### src/rtl/alu_pkg.sv
// Shared definitions for the ALU and its two-requester arbiter.
package alu_pkg;

    localparam logic [3:0] ALU_AND = 4'd0;
    localparam logic [3:0] ALU_OR  = 4'd1;
    localparam logic [3:0] ALU_ADD = 4'd2;
    localparam logic [3:0] ALU_SUB = 4'd6;
    localparam logic [3:0] ALU_NOR = 4'd12;

    typedef enum logic [1:0] {
        IDLE = 2'd0,
        EXEC = 2'd1,
        HOLD = 2'd2
    } state_e;

    typedef logic req_idx_t;

endpackage

### src/rtl/alu.sv
// Combinational ALU: AND/OR/ADD/SUB/NOR with Zero flag; undefined controls yield 0.
module alu
    import alu_pkg::*;
#(
    parameter int unsigned WIDTH = 32
) (
    input  logic [3:0]       ctrl,
    input  logic [WIDTH-1:0] a,
    input  logic [WIDTH-1:0] b,
    output logic [WIDTH-1:0] result,
    output logic             zero
);

    always_comb begin
        result = '0;
        case (ctrl)
            ALU_AND: result = a & b;
            ALU_OR:  result = a | b;
            ALU_ADD: result = a + b;
            ALU_SUB: result = a + (~b + 1'b1);
            ALU_NOR: result = ~(a | b);
            default: result = '0;
        endcase
    end

    assign zero = (result == '0);

endmodule

### src/rtl/alu_arbiter.sv
// Round-robin sharing of one ALU between two valid/ready requesters; one result slot
// is held until the owning requester accepts it.
module alu_arbiter
    import alu_pkg::*;
#(
    parameter int unsigned WIDTH = 32,
    parameter int unsigned NREQ  = 2
) (
    input  logic                  clk,
    input  logic                  rst,
    input  logic [NREQ-1:0]       req_valid,
    output logic [NREQ-1:0]       req_ready,
    input  logic [NREQ*4-1:0]     req_ctrl,
    input  logic [NREQ*WIDTH-1:0] req_a,
    input  logic [NREQ*WIDTH-1:0] req_b,
    output logic [NREQ-1:0]       rsp_valid,
    input  logic [NREQ-1:0]       rsp_ready,
    output logic [WIDTH-1:0]      rsp_result,
    output logic                  rsp_zero,
    output logic                  busy
);

    state_e           state_q, state_d;
    req_idx_t         ptr_q, ptr_d;
    req_idx_t         gnt_q, gnt_d;
    req_idx_t         gnt_idx;
    logic [3:0]       ctrl_q, ctrl_d;
    logic [WIDTH-1:0] a_q, a_d, b_q, b_d;
    logic [WIDTH-1:0] result_q, result_d;
    logic             zero_q, zero_d;
    logic [WIDTH-1:0] alu_result;
    logic             alu_zero;

    alu #(
        .WIDTH (WIDTH)
    ) u_alu (
        .ctrl   (ctrl_q),
        .a      (a_q),
        .b      (b_q),
        .result (alu_result),
        .zero   (alu_zero)
    );

    // Pointer only breaks ties; a lone valid requester always wins.
    always_comb begin
        if (req_valid[0] && req_valid[1]) begin
            gnt_idx = ptr_q;
        end else if (req_valid[1]) begin
            gnt_idx = 1'b1;
        end else begin
            gnt_idx = 1'b0;
        end
    end

    always_comb begin
        state_d   = state_q;
        ptr_d     = ptr_q;
        gnt_d     = gnt_q;
        ctrl_d    = ctrl_q;
        a_d       = a_q;
        b_d       = b_q;
        result_d  = result_q;
        zero_d    = zero_q;
        req_ready = '0;
        rsp_valid = '0;
        unique case (state_q)
            IDLE: begin
                if (!rst && (req_valid != '0)) begin
                    req_ready[gnt_idx] = 1'b1;
                    gnt_d   = gnt_idx;
                    ptr_d   = ~gnt_idx;
                    ctrl_d  = gnt_idx ? req_ctrl[7:4] : req_ctrl[3:0];
                    a_d     = gnt_idx ? req_a[WIDTH +: WIDTH] : req_a[0 +: WIDTH];
                    b_d     = gnt_idx ? req_b[WIDTH +: WIDTH] : req_b[0 +: WIDTH];
                    state_d = EXEC;
                end
            end
            EXEC: begin
                result_d = alu_result;
                zero_d   = alu_zero;
                state_d  = HOLD;
            end
            HOLD: begin
                rsp_valid[gnt_q] = 1'b1;
                if (rsp_ready[gnt_q]) begin
                    state_d = IDLE;
                end
            end
            default: state_d = IDLE;
        endcase
    end

    always_ff @(posedge clk) begin
        if (rst) begin
            state_q  <= IDLE;
            ptr_q    <= 1'b0;
            gnt_q    <= 1'b0;
            ctrl_q   <= '0;
            a_q      <= '0;
            b_q      <= '0;
            result_q <= '0;
            zero_q   <= 1'b0;
        end else begin
            state_q  <= state_d;
            ptr_q    <= ptr_d;
            gnt_q    <= gnt_d;
            ctrl_q   <= ctrl_d;
            a_q      <= a_d;
            b_q      <= b_d;
            result_q <= result_d;
            zero_q   <= zero_d;
        end
    end

    assign rsp_result = result_q;
    assign rsp_zero   = zero_q;
    assign busy       = (state_q != IDLE);

endmodule
### config.mk
export PLATFORM = sky130hd
export DESIGN_NAME = alu_arbiter
export DESIGN_NICKNAME = d
export VERILOG_FILES = /design/src/rtl/alu_pkg.sv /design/src/rtl/alu.sv /design/src/rtl/alu_arbiter.sv
export SDC_FILE = /design/constraint.sdc
export NUM_CORES = 1
export LEC_CHECK = 0
export CAP_MARGIN = 20
export CELL_PAD_IN_SITES_DETAIL_PLACEMENT = 1
export CELL_PAD_IN_SITES_GLOBAL_PLACEMENT = 1
export CORE_ASPECT_RATIO = 0.5
export CORE_MARGIN = 1.5
export CORE_UTILIZATION = 41
export CTS_CLUSTER_DIAMETER = 80
export DETAILED_ROUTE_END_ITERATION = 10
export MAX_ROUTING_LAYER = met4
export PLACE_DENSITY_LB_ADDON = 0.1
export RECOVER_POWER = 100
export SYNTH_ARGS = -nofsm -noshare
export SYNTH_HDL_FRONTEND = slang
export SYNTH_HIERARCHICAL = 1
export SYNTH_SLANG_ARGS = --single-unit
### constraint.sdc
create_clock -name clk -period 8.3 [get_ports clk]
set_clock_uncertainty 0.2 [all_clocks]
set_input_delay 0.83 -clock clk [delete_from_list [all_inputs] [get_ports clk]]
set_output_delay 0.83 -clock clk [all_outputs]
set_load 0.01 [all_outputs]
After elaboration in Yosys (flattened, before gate mapping) --
Index checks and enable logic that the tools add are counted.
Word-level totals: output and inout bits 38, bits in registers 105, word-level logic and storage cells 58
Operators by class: eq/ne operators 8, magnitude comparators 4, bitwise logic cells 5, reduce and logical (&&, ||, !) cells 12, mux-type cells 18, add/sub/neg operators 3
Operators by type and width (count):
- $pmux 32 s5 | 1
- $add 32x32->32 | 2
- $mux 32 | 2
- $not 32->32 | 2
- $add 32x1->32 const B | 1
- $and 32x32->32 | 1
- $logic_not 32->1 | 1
- $or 32x32->32 | 1
- $mux 2 | 5
- $mux 1 | 6
- $pmux 2 s3 | 1
- $eq 4x1->1 const B | 1
- $eq 4x2->1 const B | 1
- $eq 4x3->1 const B | 1
- $eq 4x4->1 const B | 1
- $logic_and 1x1->1 | 4
- $logic_not 4->1 | 1
- $lt 1x2->1 const B | 2
- $mux 4 | 1
- $ne 2x2->1 const B | 2
- $reduce_and 2->1 | 2
- $reduce_bool 2->1 | 2
- $demux 1 s1 | 2
- $eq 2x1->1 const B | 1
- other kinds (5) | 6

Depth between registers and ports, before layout --
Gate-level depths: netlist of run 1.
depth in word-level cells 8, mapped depth 17

Hierarchy --
Netlist of run 1, hierarchy kept.
Modules (own cells, without submodules):
- alu | instances 1, sequential area each 0.0 µm², area each 6007.0 µm², cells an instance 874
- alu_arbiter | instances 1, sequential area each 2102.0 µm², area each 5317.6 µm², cells an instance 578

Worst setup path before layout of run 1 --
OpenSTA, ideal clock, no wires.
path kind register to register, from register a_q[0], to register zero_q (netlist: rsp_zero), cell stages (with the launch flop) 18, data required time 8.028 ns, arrival time 3.351 ns, clock period less this slack 3.624 ns, setup slack 4.676 ns, path through dfxtp_1 inv_1 ha_1 inv_1 fa_1 nor2b_1 o21ai_2 a2111oi_4 o31ai_2 a2111o_1 a211oi_1 or3b_1 a21bo_1 nor4_2 nand4b_1 nor4_2 nand2_1 a21oi_1
RTL lines:
- start, declared | line alu_arbiter.sv:28 | logic [WIDTH-1:0] a_q, a_d, b_q, b_d;
- start signal, assigned | line alu_arbiter.sv:99 | a_q <= '0;
- start signal, assigned | line alu_arbiter.sv:108 | a_q <= a_d;
- $add 32x32->32 (on tied branches) | line alu.sv:20, alu.sv:19
- $pmux 32 s5 * | line alu.sv:16 | case (ctrl)
- net alu_result[28] | line alu_arbiter.sv:31 | logic [WIDTH-1:0] alu_result;
- $logic_not 32->1 * | line alu.sv:26 | assign zero = (result == '0);
- net alu_zero | line alu_arbiter.sv:32 | logic alu_zero;
- end signal, assigned | line alu_arbiter.sv:111 | zero_q <= zero_d;
- end, declared | line alu_arbiter.sv:30 | logic zero_q, zero_d;
Mark *: on every way through the listed nets, which the timed path passes. The rest lies on a longest branch. A chain may end at the register's enable or synchronous reset.

Worst setup path after layout of run 1 --
from input req_valid[1], to output req_ready[0]
On the way: longest elaborated chain between the ends 8
RTL lines:
- start, declared | line alu_arbiter.sv:11 | input logic [NREQ-1:0] req_valid,
- $mux 1 / $logic_and 1x1->1 (equally long branches) | line alu_arbiter.sv:48, alu_arbiter.sv:46
- $mux 1 | line alu_arbiter.sv:46 | if (req_valid[0] && req_valid[1]) begin
- $lt 1x2->1 (implied by the code) / $ge 1x1->1 (equally long branches) | line alu_arbiter.sv:69 | req_ready[gnt_idx] = 1'b1;
- $logic_and 1x1->1 (implied by the code) | line alu_arbiter.sv:69
- $mux 1 (implied by the code) | line alu_arbiter.sv:69
- $demux 1 s1 | line alu_arbiter.sv:69
- $mux 2 * | line alu_arbiter.sv:68 | if (!rst && (req_valid != '0)) begin
- $mux 2 * | line alu_arbiter.sv:66 | unique case (state_q)
- end, declared | line alu_arbiter.sv:12 | output logic [NREQ-1:0] req_ready,
Every way passes the cells marked *; elsewhere a longest branch is shown, timed or not.

==> results of run 1 <==
==> worst max-delay path by stage <==
stage / from / to / slack (ns) / cells after the start
global route: ctrl_q[0]$_SDFFE_PP0P_ / rsp_zero$_SDFFE_PP0N_ / 1.71 / 14
finish: req_valid[1] / req_ready[0] / 1.99 / 7
detailed placement: ctrl_q[0]$_SDFFE_PP0P_ / rsp_zero$_SDFFE_PP0N_ / 3.80 / 13
global placement: a_q[17]$_SDFFE_PP0P_ / rsp_zero$_SDFFE_PP0N_ / 3.82 / 15
floorplan: a_q[0]$_SDFFE_PP0P_ / rsp_zero$_SDFFE_PP0N_ / 4.68 / 17
CTS: a_q[17]$_SDFFE_PP0P_ / rsp_zero$_SDFFE_PP0N_ / 3.78 / 15
==> per-stage QoR <==
stage          cell area (sq um)  worst slack [ns]
2_1_floorplan              11300              4.68
3_3_place_gp               12900              3.82
3_5_place_dp               12900              3.80
4_1_cts                    13300              3.78
5_1_grt                    12900              1.71
6_report                   12900              1.99
==> registers in the layout, summed over array words and instances, names as in the netlist <==
signal and count:
state_q 2, gnt_q 1, b_q 32, ptr_q 1
ctrl_q 4, a_q 32, rsp_zero 1, rsp_result 32
==> logic make-up (layout without fill, tap and decap cells) <==
family | after synthesis | count (layout)
compound gates | 666 | 666
simple gates | 324 | 324
buf+inv | 239 | 314
fa+ha+maj | 106 | 106
flops | 105 | 105
mux | 7 | 7
xor+xnor | 5 | 5
==> cell usage in the layout, fill, tap and decap left out, drive strengths merged, types with 19 or more instances in the layout <==
master         instances
nand2                127
a21oi                187
dfxtp                105
a311oi                68
o21ai                115
nor3                  24
inv                  106
dlygate4sd3           38
nor4                  20
nor2                  62
clkdlybuf4s50        139
o22ai                 23
o211ai                84
ha                   104
nand3                 19
a22oi                 29
==> report_power, final <==
group	switching [mW]	internal (mW)	total, mW
registers	0.0674	0.549	0.616
clock network	0.262	0.243	0.505
logic	0.699	0.383	1.08
==> cell type report <==
class	instances	area share, %
Clock buffer	9	1.75
Clock inverter	7	0.749
Inverter	103	3.03
Multi-Input combinational cell	1108	60.0
Sequential cell	105	16.4
Tap cell	352	3.43
Timing Repair Buffer	195	14.7
==> synth_stat cells, types with 11 or more instances <==
cell type  instances
nor2b_1           11
nor2_1            61
nor4_1            16
o31ai_1           11
buf_6             19
a21oi_1          184
inv_1             95
a21o_1            13
buf_2             32
dfxtp_1          105
clkbuf_1          65
a311oi_2          68
nand3_1           19
o211ai_1          83
buf_4             13
nor3_1            21
ha_1             104
a22oi_1           27
nand2_1          126
o21ai_0          109
o22ai_1           22
==> per-layer routing <==
metal  vias up  track usage, %
li1       5602               -
met1      6161            51.6
met2       654            47.6
met3        40            12.4
met4         0            5.74
met5         -               -
==> worst reg2reg max path: stages, from the launching register on <==
cell	delay, ns
dfxtp_1	0.32
clkbuf_1	1.55
or4b_1	1.38
o221a_2	0.40
o22ai_1	0.10
or4_1	0.54
or4_1	0.43
nor2_1	0.26
nand4_1	0.16
nor4_2	0.27
nand4b_1	0.19
nor4_2	0.24
nand2_1	0.08
a21oi_1	0.12
==> flow_summary.json, run 1 <==
{
  "status": "finished with violations",
  "violations": "capacitance limit, slew limit",
  "port_buffers": 179,
  "cts_tree": "built",
  "relSlewSlack_pct": -129,
  "first_global_vias": 12100,
  "crit_buf_inv": 4,
  "synth.top_cell.area_share_pct": 18.6,
  "netlist_area_sq_um": 11300,
  "wl_mm": 50.6,
  "dpl.hpwl_mm": 37.8,
  "hold_start": "rsp_result[6]$_SDFFE_PP0N_",
  "track_usage_pct": 35.7,
  "row_count": 42,
  "multi_input_area_sq_um": 7710,
  "synth_xor_area_share_pct": 0.387,
  "finalSetupTns_ns": 0,
  "ctsHoldBuffers": 0,
  "start_kind": "input port",
  "seq_area_frac_synth_pct": 18.6,
  "cts_resized": 0,
  "clock-sinks": 105,
  "critPathMaxFanout": 71,
  "endpoint_kind": "primary output",
  "place_inst": 1863,
  "fin_cells": 1879,
  "clk_pin_slew_worst_paths_ns": 0.07,
  "ctsLongestPathBuffers": 2,
  "overflow": 0,
  "syn_inst": 1452,
  "layout-drive-gt1-share_pct": 6.61,
  "syn_nets": 1700,
  "grt_setup_unrepaired": "no",
  "synthFlopType": "dfxtp_1",
  "grt_first_pass_wirelength_mm": 75.4,
  "fin_crit_sh_pct": 76.1,
  "path_cells": "buf_2, buf_4, or2_2, clkbuf_1, nand2_2, nor2_1, dlygate4sd3_1",
  "r2r_start": "ctrl_q[0]$_SDFFE_PP0P_",
  "synth-simple-area-share_pct": 14.5,
  "cp_data_arrival_time_ns": 5.28,
  "met1_length_mm": 24.4,
  "rrSetupSlack_ns": 2.02,
  "cp_data_required_time_ns": 7.27,
  "synth_top_area_cell": "dfxtp_1",
  "hold_violations": 0,
  "die_h_um": 121,
  "yosys_register_bits": 105,
  "finish.utilization_pct": 48.0,
  "synth_compound_area_share_pct": 44.1,
  "hold-path-endpoint": "rsp_result[6]$_SDFFE_PP0N_",
  "wl_met2_mm": 19.7,
  "fmax_mhz": 158,
  "synth_area_leaders": "dfxtp_1 (19%), ha_1 (11%), a311oi_2 (9.0%)",
  "synth.avg_cell_area_sq_um": 7.80,
  "maxCapViolations": 4,
  "vias": 12500,
  "worst_pin_slew_ns": 3.43,
  "root_buffer": "clkbuf_16",
  "worst_hold_slack_ns": 0.250,
  "synthMuxAreaShare_pct": 0.630,
  "antenna_found_initial": 0,
  "setup_violations": 0,
  "synth-edff-count": 0,
  "fp.dieW_um": 238,
  "fp.dieArea_sq_um": 28700,
  "diodes": 0,
  "drc_errors": 0,
  "ctsHtreeMaxLevel": 3,
  "top_layer": "met4",
  "hp-class": "reg2reg",
  "synth_cell_types": 103,
  "drt_iter0_markers": 1431,
  "fill_cells": 3298,
  "peakVddDrop_uv": 114,
  "place.gp.congestion": 1.04,
  "crit_family": "buffers and inverters",
  "power_density_nw_per_um2": 171,
  "via_per_inst": 6.63,
  "path_class": "in2out",
  "drv_slew": 220,
  "cpMaxStageDelayCell": "clkbuf_1",
  "async_flop_share_pct": 0,
  "hold_depth": 2,
  "min_period_ns": 6.31,
  "core_area_sq_um": 26800,
  "cts_setup_buffers": 0,
  "clock_latency_ns": 0.42,
  "synthAdderAreaFrac_pct": 11.8,
  "area_growth_pct": 13.5,
  "io_pins": 180,
  "r2r_cells": 13,
  "wl_per_cell_um": 26.9,
  "start_util_pct": 42.3,
  "dr_wl_met3_mm": 5.89,
  "grt_max_degree": 73,
  "regArea_sq_um": 2100,
  "synth-warning-count": 6,
  "critPathMaxStageDelay_ns": 2.41,
  "ant_nets": 0,
  "total_leakage_power_nw": 4.65,
  "numCtsBuffers": 9,
  "synth_top_family_by_area": "compound AO/OA/AOI/OAI gates",
  "first_pass_iters": 6,
  "rr_endpoint": "rsp_zero$_SDFFE_PP0N_",
  "power_mw": 2.20,
  "final_nets": 1770
}
(Power assumes the default switching activity.)
==> run 2: changes to the inputs <==
--- a/config.mk
+++ b/config.mk
@@ -10,7 +10,7 @@
 export CELL_PAD_IN_SITES_GLOBAL_PLACEMENT = 1
 export CORE_ASPECT_RATIO = 0.5
 export CORE_MARGIN = 1.5
-export CORE_UTILIZATION = 41
+export CORE_UTILIZATION = 37
 export CTS_CLUSTER_DIAMETER = 80
 export DETAILED_ROUTE_END_ITERATION = 10
 export MAX_ROUTING_LAYER = met4
==> constraint.sdc (replaced) <==
create_clock -name clk -period 5.4 [get_ports clk]
set_clock_uncertainty 0.2 [all_clocks]
set_input_delay 0.54 -clock clk [delete_from_list [all_inputs] [get_ports clk]]
set_output_delay 0.54 -clock clk [all_outputs]
set_load 0.01 [all_outputs]
==> flow_summary.json, run 2 (same netlist as run 1, synthesis figures left out) <==
{
  "status": "finished with violations",
  "violations": "capacitance limit, slew limit",
  "layout-drive-gt1-share_pct": 9.68,
  "area_growth_pct": 16.9,
  "p_sw_share_pct": 46.3,
  "fmax_mhz": 207,
  "min_period_ns": 4.84,
  "drt_iter0_markers": 1059,
  "core_area_sq_um": 30200,
  "fp.dieArea_sq_um": 31700,
  "io_pins": 180,
  "rr_endpoint": "rsp_zero$_SDFFE_PP0N_",
  "row_count": 45,
  "setup_violations": 0,
  "power_mw": 3.34,
  "dpl.hpwl_mm": 39.0,
  "seqPwrFrac_pct": 28.5,
  "relSlewSlack_pct": -47.9,
  "start_util_pct": 37.5,
  "ctsLongestPathBuffers": 2,
  "grt_first_pass_wirelength_mm": 76.0,
  "cts_resized": 0,
  "port_buffers": 179,
  "vias": 12300,
  "hold_violations": 0,
  "clock-sinks": 105,
  "worst_pin_slew_ns": 2.22,
  "total_leakage_power_nw": 4.79,
  "mostFrequentLayoutCells": "a21oi_1 (185), clkdlybuf4s50_1 (139), nand2_1 (127)",
  "endpoint_kind": "flop",
  "clockPowerShare_pct": 21.4,
  "hold_start": "rsp_result[26]$_SDFFE_PP0N_",
  "layout_commonest_cell": "a21oi_1",
  "worst_hold_slack_ns": 0.253,
  "ctsHtreeMaxLevel": 3,
  "track_usage_pct": 32.4,
  "diodes": 0,
  "r2r_cells": 15,
  "wl_per_cell_um": 25.9,
  "ctsHoldBuffers": 0,
  "multi_input_area_sq_um": 7890,
  "p_int_mw": 1.80,
  "drc_errors": 0,
  "regArea_sq_um": 2100,
  "root_buffer": "clkbuf_16",
  "rrSetupSlack_ns": 0.56,
  "power_density_nw_per_um2": 253,
  "critPathMaxFanout": 13,
  "path_class": "reg2reg",
  "first_pass_iters": 5,
  "fin_crit_sh_pct": 89.6,
  "p_sw_mw": 1.55,
  "final_nets": 1793,
  "crit_path_end": "rsp_zero$_SDFFE_PP0N_",
  "antenna_found_initial": 0,
  "die_h_um": 127,
  "grt_max_degree": 70,
  "cp_data_arrival_time_ns": 4.93,
  "first_global_vias": 12400,
  "maxCapViolations": 3,
  "cts_tree": "built",
  "grt_setup_unrepaired": "no",
  "peakVddDrop_uv": 150,
  "finalSetupTns_ns": 0,
  "start_kind": "flop",
  "via_per_inst": 6.29,
  "clk_pin_slew_worst_paths_ns": 0.09,
  "drv_slew": 130,
  "ant_nets": 0,
  "wl_mm": 50.5,
  "overflow": 0,
  "cts_setup_buffers": 0,
  "fp.dieW_um": 250,
  "r2r_start": "a_q[6]$_SDFFE_PP0P_",
  "cp_data_required_time_ns": 5.49,
  "hp-class": "reg2reg",
  "p_comb_share_pct": 50.1,
  "place.gp.congestion": 0.973,
  "numCtsBuffers": 9,
  "crit_start": "a_q[6]$_SDFFE_PP0P_",
  "fill_cells": 3713,
  "clock_latency_ns": 0.40
}
==> run 2: final cells by class <==
class	instances	share of cell area [%]
repair buffers	218	15.5
multi-input cells	1108	59.6
inverters	103	2.93
flip-flops and latches	105	15.9
clock buffers	10	1.81
clock inverters	6	0.491
well taps	399	3.77
==> run 2: metal layers <==
layer / part of all wire (%) / routed length, um / track usage (%) / up-vias
met1: 50 / 25300 / 46.7 / 6103
met4: 1.1 / 548 / 5.42 / 0
met3: 9.1 / 4600 / 9.83 / 46
li1: - / - / - / 5649
met5: 0 / 0 / - / -
met2: 40 / 20100 / 44.2 / 467
==> run 2: stage by stage <==
step           worst slack (ns)  instance area [sq um]  util [%]  instances
4_1_cts                   0.843                  13500      44.6       1949
3_3_place_gp              0.879                  13200      43.6       1933
5_1_grt                   0.303                  13200      43.8       1949
3_5_place_dp              0.891                  13200      43.6       1933
6_report                  0.561                  13200      43.8       1949
2_1_floorplan              1.78                  11300         -       1452
==> run 2: critical path: stages, from the launching register on <==
cell and delay, ns:
dfxtp_1 0.40, inv_1 0.06, ha_1 0.58, a21oi_1 0.27
o31ai_4 0.35, nand3_1 0.18, a31oi_1 0.68, a21oi_1 0.27
a221oi_2 0.31, o21ai_0 0.16, or3b_1 0.45, nor4_2 0.15
nand4b_1 0.17, nor4_1 0.28, nand2_1 0.08, a21oi_1 0.12
==> run 2: power groups by stage <==
stage	combinational [mW]	sequential, mW	clock [mW]
after floorplan	1.15	0.918	0
after detailed placement	1.68	0.968	0
after global placement	1.66	0.962	0
after CTS	1.68	0.950	0.735
final	1.68	0.952	0.716
after global routing	1.80	0.963	0.763
==> run 2: worst min-delay path by stage <==
stage / cells after the start / slack [ns] / end
2_1_floorplan: 2 / 0.28 / rsp_result[0]$_SDFFE_PP0N_
3_3_place_gp: 2 / 0.24 / rsp_result[20]$_SDFFE_PP0N_
3_5_place_dp: 2 / 0.25 / rsp_result[1]$_SDFFE_PP0N_
4_1_cts: 2 / 0.26 / rsp_result[1]$_SDFFE_PP0N_
5_1_grt: 2 / 0.27 / rsp_result[26]$_SDFFE_PP0N_
6_report: 2 / 0.25 / rsp_result[26]$_SDFFE_PP0N_
